--- src/rtl/pipe_ctrl_pkg.sv ---
// Shared types and constants for the pipeline stall/flush scheduler.
// Stall vector bit order: 0=pc 1=if 2=id 3=ex 4=mem 5=wb.
package pipe_ctrl_pkg;

  localparam int STALL_W = 6;

  localparam logic [STALL_W-1:0] STALL_NONE = 6'b000000;
  localparam logic [STALL_W-1:0] STALL_ID   = 6'b000111;
  localparam logic [STALL_W-1:0] STALL_EX   = 6'b001111;

  typedef enum logic [1:0] {
    PCTRL_IDLE   = 2'd0,
    PCTRL_MC_RUN = 2'd1,
    PCTRL_FLUSH  = 2'd2
  } pctrl_state_e;

  // Combinational command bundle produced every cycle.
  typedef struct packed {
    logic [STALL_W-1:0] stall;
    logic               mc_start;
    logic               mc_cancel;
  } pctrl_cmd_t;

  localparam pctrl_cmd_t CMD_NONE = '{stall: STALL_NONE, mc_start: 1'b0, mc_cancel: 1'b0};

endpackage

--- src/rtl/pipe_ctrl_if.sv ---
// Core <-> scheduler bundle: hazard/event requests in, stall/flush/divider control out.
// master = scheduler side, slave = core side.
interface pipe_ctrl_if;
  import pipe_ctrl_pkg::*;

  logic               stallreq_id_i;
  logic               ex_mc_req_i;
  logic               mc_ready_i;
  logic               flush_req_i;
  logic [31:0]        flush_pc_i;
  logic [STALL_W-1:0] stall_o;
  logic               flush_o;
  logic [31:0]        new_pc_o;
  logic               mc_start_o;
  logic               mc_cancel_o;
  logic               mc_timeout_o;
  logic [31:0]        stall_cnt_o;

  modport master (
    input  stallreq_id_i, ex_mc_req_i, mc_ready_i, flush_req_i, flush_pc_i,
    output stall_o, flush_o, new_pc_o, mc_start_o, mc_cancel_o, mc_timeout_o, stall_cnt_o
  );

  modport slave (
    output stallreq_id_i, ex_mc_req_i, mc_ready_i, flush_req_i, flush_pc_i,
    input  stall_o, flush_o, new_pc_o, mc_start_o, mc_cancel_o, mc_timeout_o, stall_cnt_o
  );
endinterface

--- src/rtl/pipe_ctrl_sat_cnt.sv ---
// Saturating up-counter: increments when en is high, sticks at all-ones.
module pipe_ctrl_sat_cnt #(
  parameter int WIDTH = 32
) (
  input  logic             clk,
  input  logic             rst,
  input  logic             en,
  output logic [WIDTH-1:0] cnt_o
);
  logic [WIDTH-1:0] cnt_q, cnt_d;

  always_comb begin
    cnt_d = cnt_q;
    if (en && (cnt_q != '1)) cnt_d = cnt_q + WIDTH'(1);
  end

  always_ff @(posedge clk) begin
    if (rst) cnt_q <= '0;
    else     cnt_q <= cnt_d;
  end

  assign cnt_o = cnt_q;
endmodule

--- src/rtl/pipe_ctrl.sv ---
// Stall/flush scheduler for the 5-stage core: flush > multi-cycle EX > load-use.
// Sequences divider start/cancel and forces a cancel after MC_TIMEOUT busy cycles.
module pipe_ctrl
  import pipe_ctrl_pkg::*;
#(
  parameter int MC_CNT_W   = 6,
  parameter int MC_TIMEOUT = 40   // must stay below 2**MC_CNT_W
) (
  input  logic         clk,
  input  logic         rst,
  pipe_ctrl_if.master  bus
);
  pctrl_state_e        state_q, state_d;
  logic [MC_CNT_W-1:0] cnt_q, cnt_d;
  logic [31:0]         new_pc_q, new_pc_d;
  logic                timeout_q, timeout_d;
  pctrl_cmd_t          cmd;

  always_comb begin
    state_d   = state_q;
    cnt_d     = cnt_q;
    new_pc_d  = new_pc_q;
    timeout_d = timeout_q;
    cmd       = CMD_NONE;

    case (state_q)
      PCTRL_IDLE: begin
        if (bus.flush_req_i) begin
          state_d  = PCTRL_FLUSH;
          new_pc_d = bus.flush_pc_i;
        end else if (bus.ex_mc_req_i) begin
          cmd.mc_start = 1'b1;
          cmd.stall    = STALL_EX;
          cnt_d        = '0;
          state_d      = PCTRL_MC_RUN;
        end else if (bus.stallreq_id_i) begin
          cmd.stall = STALL_ID;
        end
      end

      PCTRL_MC_RUN: begin
        // Load-use requests are subsumed by the EX hold, so they are not examined here.
        cmd.stall = STALL_EX;
        cnt_d     = cnt_q + MC_CNT_W'(1);
        if (bus.flush_req_i) begin
          cmd.mc_cancel = ~bus.mc_ready_i;
          new_pc_d      = bus.flush_pc_i;
          state_d       = PCTRL_FLUSH;
        end else if (bus.mc_ready_i) begin
          cmd.stall = STALL_NONE;
          state_d   = PCTRL_IDLE;
        end else if (cnt_q == MC_CNT_W'(MC_TIMEOUT - 1)) begin
          cmd.stall     = STALL_NONE;
          cmd.mc_cancel = 1'b1;
          timeout_d     = 1'b1;
          state_d       = PCTRL_IDLE;
        end
      end

      PCTRL_FLUSH: begin
        if (bus.flush_req_i) new_pc_d = bus.flush_pc_i;
        else                 state_d  = PCTRL_IDLE;
      end

      default: state_d = PCTRL_IDLE;
    endcase

    // Reset silences every combinational strobe; the divider shares the same reset.
    if (rst) cmd = CMD_NONE;
  end

  always_ff @(posedge clk) begin
    if (rst) begin
      state_q   <= PCTRL_IDLE;
      cnt_q     <= '0;
      new_pc_q  <= '0;
      timeout_q <= 1'b0;
    end else begin
      state_q   <= state_d;
      cnt_q     <= cnt_d;
      new_pc_q  <= new_pc_d;
      timeout_q <= timeout_d;
    end
  end

  pipe_ctrl_sat_cnt #(.WIDTH(32)) u_stall_cnt (
    .clk   (clk),
    .rst   (rst),
    .en    (|cmd.stall),
    .cnt_o (bus.stall_cnt_o)
  );

  assign bus.stall_o      = cmd.stall;
  assign bus.mc_start_o   = cmd.mc_start;
  assign bus.mc_cancel_o  = cmd.mc_cancel;
  assign bus.flush_o      = (state_q == PCTRL_FLUSH);
  assign bus.new_pc_o     = new_pc_q;
  assign bus.mc_timeout_o = timeout_q;
endmodule

--- src/flat_wrapper.sv ---
// flat-port wrapper written by rule: the top's interface ports become plain ports
module pipe_ctrl_flat import pipe_ctrl_pkg::*;
#(
  parameter int MC_CNT_W   = 6,
  parameter int MC_TIMEOUT = 40                                 
)
  (clk, rst, bus_stallreq_id_i, bus_ex_mc_req_i, bus_mc_ready_i, bus_flush_req_i, bus_flush_pc_i, bus_stall_o, bus_flush_o, bus_new_pc_o, bus_mc_start_o, bus_mc_cancel_o, bus_mc_timeout_o, bus_stall_cnt_o);
  pipe_ctrl_if bus_i ();
  input  logic clk;
  input  logic rst;
  input wire logic [$bits(bus_i.stallreq_id_i)-1:0] bus_stallreq_id_i;
  input wire logic [$bits(bus_i.ex_mc_req_i)-1:0] bus_ex_mc_req_i;
  input wire logic [$bits(bus_i.mc_ready_i)-1:0] bus_mc_ready_i;
  input wire logic [$bits(bus_i.flush_req_i)-1:0] bus_flush_req_i;
  input wire logic [$bits(bus_i.flush_pc_i)-1:0] bus_flush_pc_i;
  output wire logic [$bits(bus_i.stall_o)-1:0] bus_stall_o;
  output wire logic [$bits(bus_i.flush_o)-1:0] bus_flush_o;
  output wire logic [$bits(bus_i.new_pc_o)-1:0] bus_new_pc_o;
  output wire logic [$bits(bus_i.mc_start_o)-1:0] bus_mc_start_o;
  output wire logic [$bits(bus_i.mc_cancel_o)-1:0] bus_mc_cancel_o;
  output wire logic [$bits(bus_i.mc_timeout_o)-1:0] bus_mc_timeout_o;
  output wire logic [$bits(bus_i.stall_cnt_o)-1:0] bus_stall_cnt_o;
  assign bus_i.stallreq_id_i = bus_stallreq_id_i;
  assign bus_i.ex_mc_req_i = bus_ex_mc_req_i;
  assign bus_i.mc_ready_i = bus_mc_ready_i;
  assign bus_i.flush_req_i = bus_flush_req_i;
  assign bus_i.flush_pc_i = bus_flush_pc_i;
  assign bus_stall_o = bus_i.stall_o;
  assign bus_flush_o = bus_i.flush_o;
  assign bus_new_pc_o = bus_i.new_pc_o;
  assign bus_mc_start_o = bus_i.mc_start_o;
  assign bus_mc_cancel_o = bus_i.mc_cancel_o;
  assign bus_mc_timeout_o = bus_i.mc_timeout_o;
  assign bus_stall_cnt_o = bus_i.stall_cnt_o;
  pipe_ctrl #(.MC_CNT_W(MC_CNT_W), .MC_TIMEOUT(MC_TIMEOUT)) u_core (.clk(clk), .rst(rst), .bus(bus_i));
endmodule
--- config.mk ---
export PLATFORM = sky130hd
export DESIGN_NAME = pipe_ctrl_flat
export DESIGN_NICKNAME = d
export VERILOG_FILES = /design/src/rtl/pipe_ctrl_pkg.sv /design/src/rtl/pipe_ctrl_if.sv /design/src/rtl/pipe_ctrl_sat_cnt.sv /design/src/rtl/pipe_ctrl.sv /design/src/flat_wrapper.sv
export SDC_FILE = /design/constraint.sdc
export NUM_CORES = 1
export LEC_CHECK = 0
export CAP_MARGIN = 30
export CORE_ASPECT_RATIO = 0.75
export CORE_MARGIN = 10
export CORE_UTILIZATION = 45
export DETAILED_ROUTE_END_ITERATION = 8
export DONT_BUFFER_PORTS = 1
export HOLD_SLACK_MARGIN = 0.15
export PLACE_DENSITY = 0.7
export SETUP_SLACK_MARGIN = 0.2
export SYNTH_ARGS = -nofsm -noshare
export SYNTH_HDL_FRONTEND = slang
export SYNTH_SLANG_ARGS = --single-unit
export TNS_END_PERCENT = 1
--- constraint.sdc ---
create_clock -name clk -period 2.6 [get_ports clk]
set_input_delay 0.39 -clock clk [delete_from_list [all_inputs] [get_ports clk]]
set_output_delay 0.39 -clock clk [all_outputs]
set_load 0.005 [all_outputs]
==> reports/summary.txt <==
SYNTHESIS
----------------------------------------------------------------------------------------
Flip-flop and latch count after synthesis .................................           73
Area fraction in and, or, nand and nor cells after synthesis ..............        30.2%
Area fraction in compound gates after synthesis ...........................        18.4%
Average cell area after synthesis .........................................   8.18 sq um
Post-synth EDFFs ..........................................................            0
Combinational family with the most area after synthesis ................... simple AND/OR/NAND/NOR gates
Adder-cell area share of the yosys netlist ................................       0.744%
Share of synthesized area spent on multiplexers ...........................        1.27%
Synthesized netlist cell count ............................................          411
Distinct cell type count after synthesis ..................................           46
Number of warning messages in the yosys log ...............................            0
Share of the yosys chip area belonging to registers .......................        43.5%
Fraction of registers with async set/reset ................................           0%
Syn Std Cell Area .........................................................   3360 sq um
XOR/XNOR Fraction of Synth Area ...........................................        1.04%
Top flip-flop cell by instance count after synthesis ......................      dfxtp_1

FLOORPLAN
----------------------------------------------------------------------------------------
Total Die Area ............................................................  11400 sq um
Width of the die ..........................................................       120 um
I/O pin count .............................................................          112
Initial standard-cell utilization of the core .............................        46.1%
Cell row count ............................................................           27
Area of the placeable core ................................................   7300 sq um
DIE HEIGHT ................................................................      94.9 um

STA
----------------------------------------------------------------------------------------
Endpoints failing hold ....................................................            0
Worst Max-Slew Pin Slew ...................................................     0.855 ns
Final worst clock skew ....................................................   0.00705 ns
Period utilisation layout .................................................        87.2%
Relative slew slack .......................................................        43.0%
RSZ-0062 raised after global routing ......................................           no
Count of final setup violators ............................................            0
Worst Hold Slack ..........................................................     0.176 ns
Total count of max-transition violations in the final report ..............            0
Final critical path time including I/O delays and setup ...................      2.27 ns
Total negative slack ......................................................         0 ns
Timing-limited maximum frequency ..........................................      441 MHz

CLOCKING
----------------------------------------------------------------------------------------
Root buffer selected by CTS ...............................................     clkbuf_8
Number of CTS-inserted buffers ............................................            9
Number of sinks on the clock net ..........................................           73
Depth of the CTS H-tree ...................................................            3
Clock tree from TritonCTS .................................................          yes
Clock slew at reported path FFs ...........................................      0.07 ns
Clock insertion delay at the later pin of the skew report .................      0.34 ns
Largest buffer count on any clock path ....................................            2

CRITICAL PATH
----------------------------------------------------------------------------------------
Worst Setup Path Type .....................................................   reg -> out
Reg2Reg Setup Slack .......................................................      0.37 ns
Ordered cell list for the critical path ................................... inv_2, nor4_2, a22oi_2, buf_12, inv_2
Master of the slowest instance on the critical path .......................       nor4_2
Most common cell type on the critical path ................................        inv_2
CP startpoint kind ........................................................         flop
Required time at the endpoint of the critical path ........................      2.21 ns
Worst Path Buf+Inv ........................................................            3
Delay of the slowest cell on the worst path ...............................      0.48 ns
Largest fanout of any net on the critical path ............................           36
Critical Path Sink Type ...................................................  output port
Largest delay share family, worst path .................................... simple AND/OR/NAND/NOR gates
CP Data Arrival Time ......................................................      1.88 ns

POWER AND IR DROP
----------------------------------------------------------------------------------------
Net load switching power ..................................................       538 uW
Clock Power Share .........................................................        44.5%
VDD IR-drop max ...........................................................   0.000227 V
Total Power ...............................................................      2360 uW
Leak pwr ..................................................................   0.00128 uW
Combinational Power Share .................................................         5.6%
Switching share of power ..................................................        22.8%
Cell Int Power ............................................................      1820 uW
Part of the power in registers ............................................        49.9%
PwrDens ...................................................................  635 nW/um^2

FINAL LAYOUT
----------------------------------------------------------------------------------------
Cell area after layout ....................................................   3720 sq um
Signed area change from the synthesized netlist to the final layout .......        10.6%
Fraction of layout instances using a drive strength above 1 ...............        9.58%
Count of non-filler cells in the finished layout ..........................          508
Number of filler cells placed in the layout ...............................          707
Most used cells in the layout excluding fill and tap cells ................ nand2_1 (81), dfxtp_1 (73), a21oi_1 (59)
Final nets ................................................................          443
Ant diodes ................................................................            0
Leading cell type in the layout, fill and taps excluded ...................      nand2_1

PLACED DESIGN
----------------------------------------------------------------------------------------
Routability cong. .........................................................        0.767
Placed Instances ..........................................................          488
Dpl cell area .............................................................   3420 sq um
Number of port buffers ....................................................            0
Total half-perimeter wirelength after legalization and detailed placement .      6.45 mm

ROUTING
----------------------------------------------------------------------------------------
Total detailed-routing wirelength .........................................      9.37 mm
Wire length per cell ......................................................      18.4 um
Via count .................................................................         3061
Number of design rule violations left after detail routing ................            0
Number of DRC markers after the initial detailed-route iteration ..........          238
Length of the first detailed-routing pass in iterations ...................            4
Post-route ant nets .......................................................            0
Mean number of vias per cell ..............................................         6.03

GRT
----------------------------------------------------------------------------------------
Total track usage .........................................................        15.9%
Initial antenna violation count ...........................................            0
Gr ovfl total .............................................................            0
Global-route wire length before repair ....................................      14.7 mm
Via count of the first global-routing pass ................................         2707
Largest net degree at the start of global routing .........................           61

RUN
----------------------------------------------------------------------------------------
Max Cap Violations ........................................................            0

WORST HOLD PATH
----------------------------------------------------------------------------------------
Worst min path class ......................................................    in -> reg

STATUS
----------------------------------------------------------------------------------------
Run status ................................................................ finished clean

[final timing paths]
| kind | cells past startpoint | startpoint | endpoint |
|---|---|---|---|
| worst max-delay path | 5 | u_core.state_q[0] | bus_stall_o[0] |
| worst min-delay path | 2 | bus_flush_pc_i[11] | u_core.bus.new_pc_o[11] |
| worst max register to register | 6 | u_core.state_q[0] | u_core.u_stall_cnt.cnt_o[29] |
| worst min register to register | 2 | u_core.bus.new_pc_o[28] | u_core.bus.new_pc_o[28] |
[metal layers]
metal | wire [um] | GRT usage (%)
met3 | 864 | 7.09
met4 | 77 | 3.41
met1 | 3800 | 19.2
met2 | 4620 | 25.7
met5 | 0 | 0
[sequential cells by signal, indices dropped and copies added, names as in the netlist]
name                      cells
u_core.u_stall_cnt.cnt_o     32
u_core.cnt_q                  6
u_core.state_q                2
u_core.bus.new_pc_o          32
u_core.bus.mc_timeout_o       1
[power groups by stage]
| stage | registers (uW) | logic (uW) | clock network, uW |
|---|---|---|---|
| after detailed placement | 1210 | 108 | 0 |
| after floorplan | 1200 | 99.2 | 0 |
| final | 1180 | 132 | 1050 |
| after global routing | 1180 | 149 | 1120 |
| after CTS | 1180 | 132 | 1070 |
| after global placement | 1210 | 98.1 | 0 |
[synth_stat cells, drive strengths merged (6+ instances only)]
library cell   n  share of area, %
and4           7               1.8
o41ai          6               1.6
nand4         17               3.5
a21oi         59               8.8
buf            9               1.9
nand3         16               2.8
dfxtp         73                43
and3           6               1.1
clkbuf        21               2.3
o31ai         17               3.8
nand2         81               9.0
nor2          19               2.3
or4           18               4.1
[worst register-to-register path, stage by stage, from the launching register on]
cell and delay, ns:
dfxtp_1 0.43, inv_2 0.09, nor4_2 0.48, a22oi_2 0.17
buf_4 0.22, nor4_1 0.39, mux2_1 0.35
[final cells by class]
cell class / instances / area (sq um) / share of cell area [%]
sequential: 73 / 1460 / 39.3
multi-input combinational: 305 / 1760 / 47.4
clock inverter: 6 / 108 / 2.89
inverter: 5 / 18.8 / 0.505
timing repair buffer: 9 / 120 / 3.23
clock buffer: 9 / 124 / 3.33
tap: 101 / 126 / 3.40
[metrics by stage]
| step | utilization, % | setup slack [ns] |
|---|---|---|
| global placement | 46.6 | 0.371 |
| global route | 51.0 | 0.226 |
| floorplan | - | 0.656 |
| finish | 51.0 | 0.333 |
| CTS | 50.8 | 0.325 |
| detailed placement | 46.9 | 0.339 |
[timing repair]
| item | 4_1_cts | 5_1_grt |
|---|---|---|
| setup buffers | 1 | 2 |
| pin swaps | 1 | 1 |
| resized for setup | 1 | 0 |
| endpoints found under the hold margin | 60 | 0 |
| setup endpoints to repair | 3 | 6 |
| cloned | 1 | 0 |
| hold buffers | 1 | 0 |
[cells by family after synthesis]
logic type / Yosys count
fa+ha+maj: 2
buf+inv: 35
mux: 4
other cells: 1
compound gates: 101
xor+xnor: 4
flops: 73
simple gates: 191
Note: power is estimated with default switching activity, not from simulation.
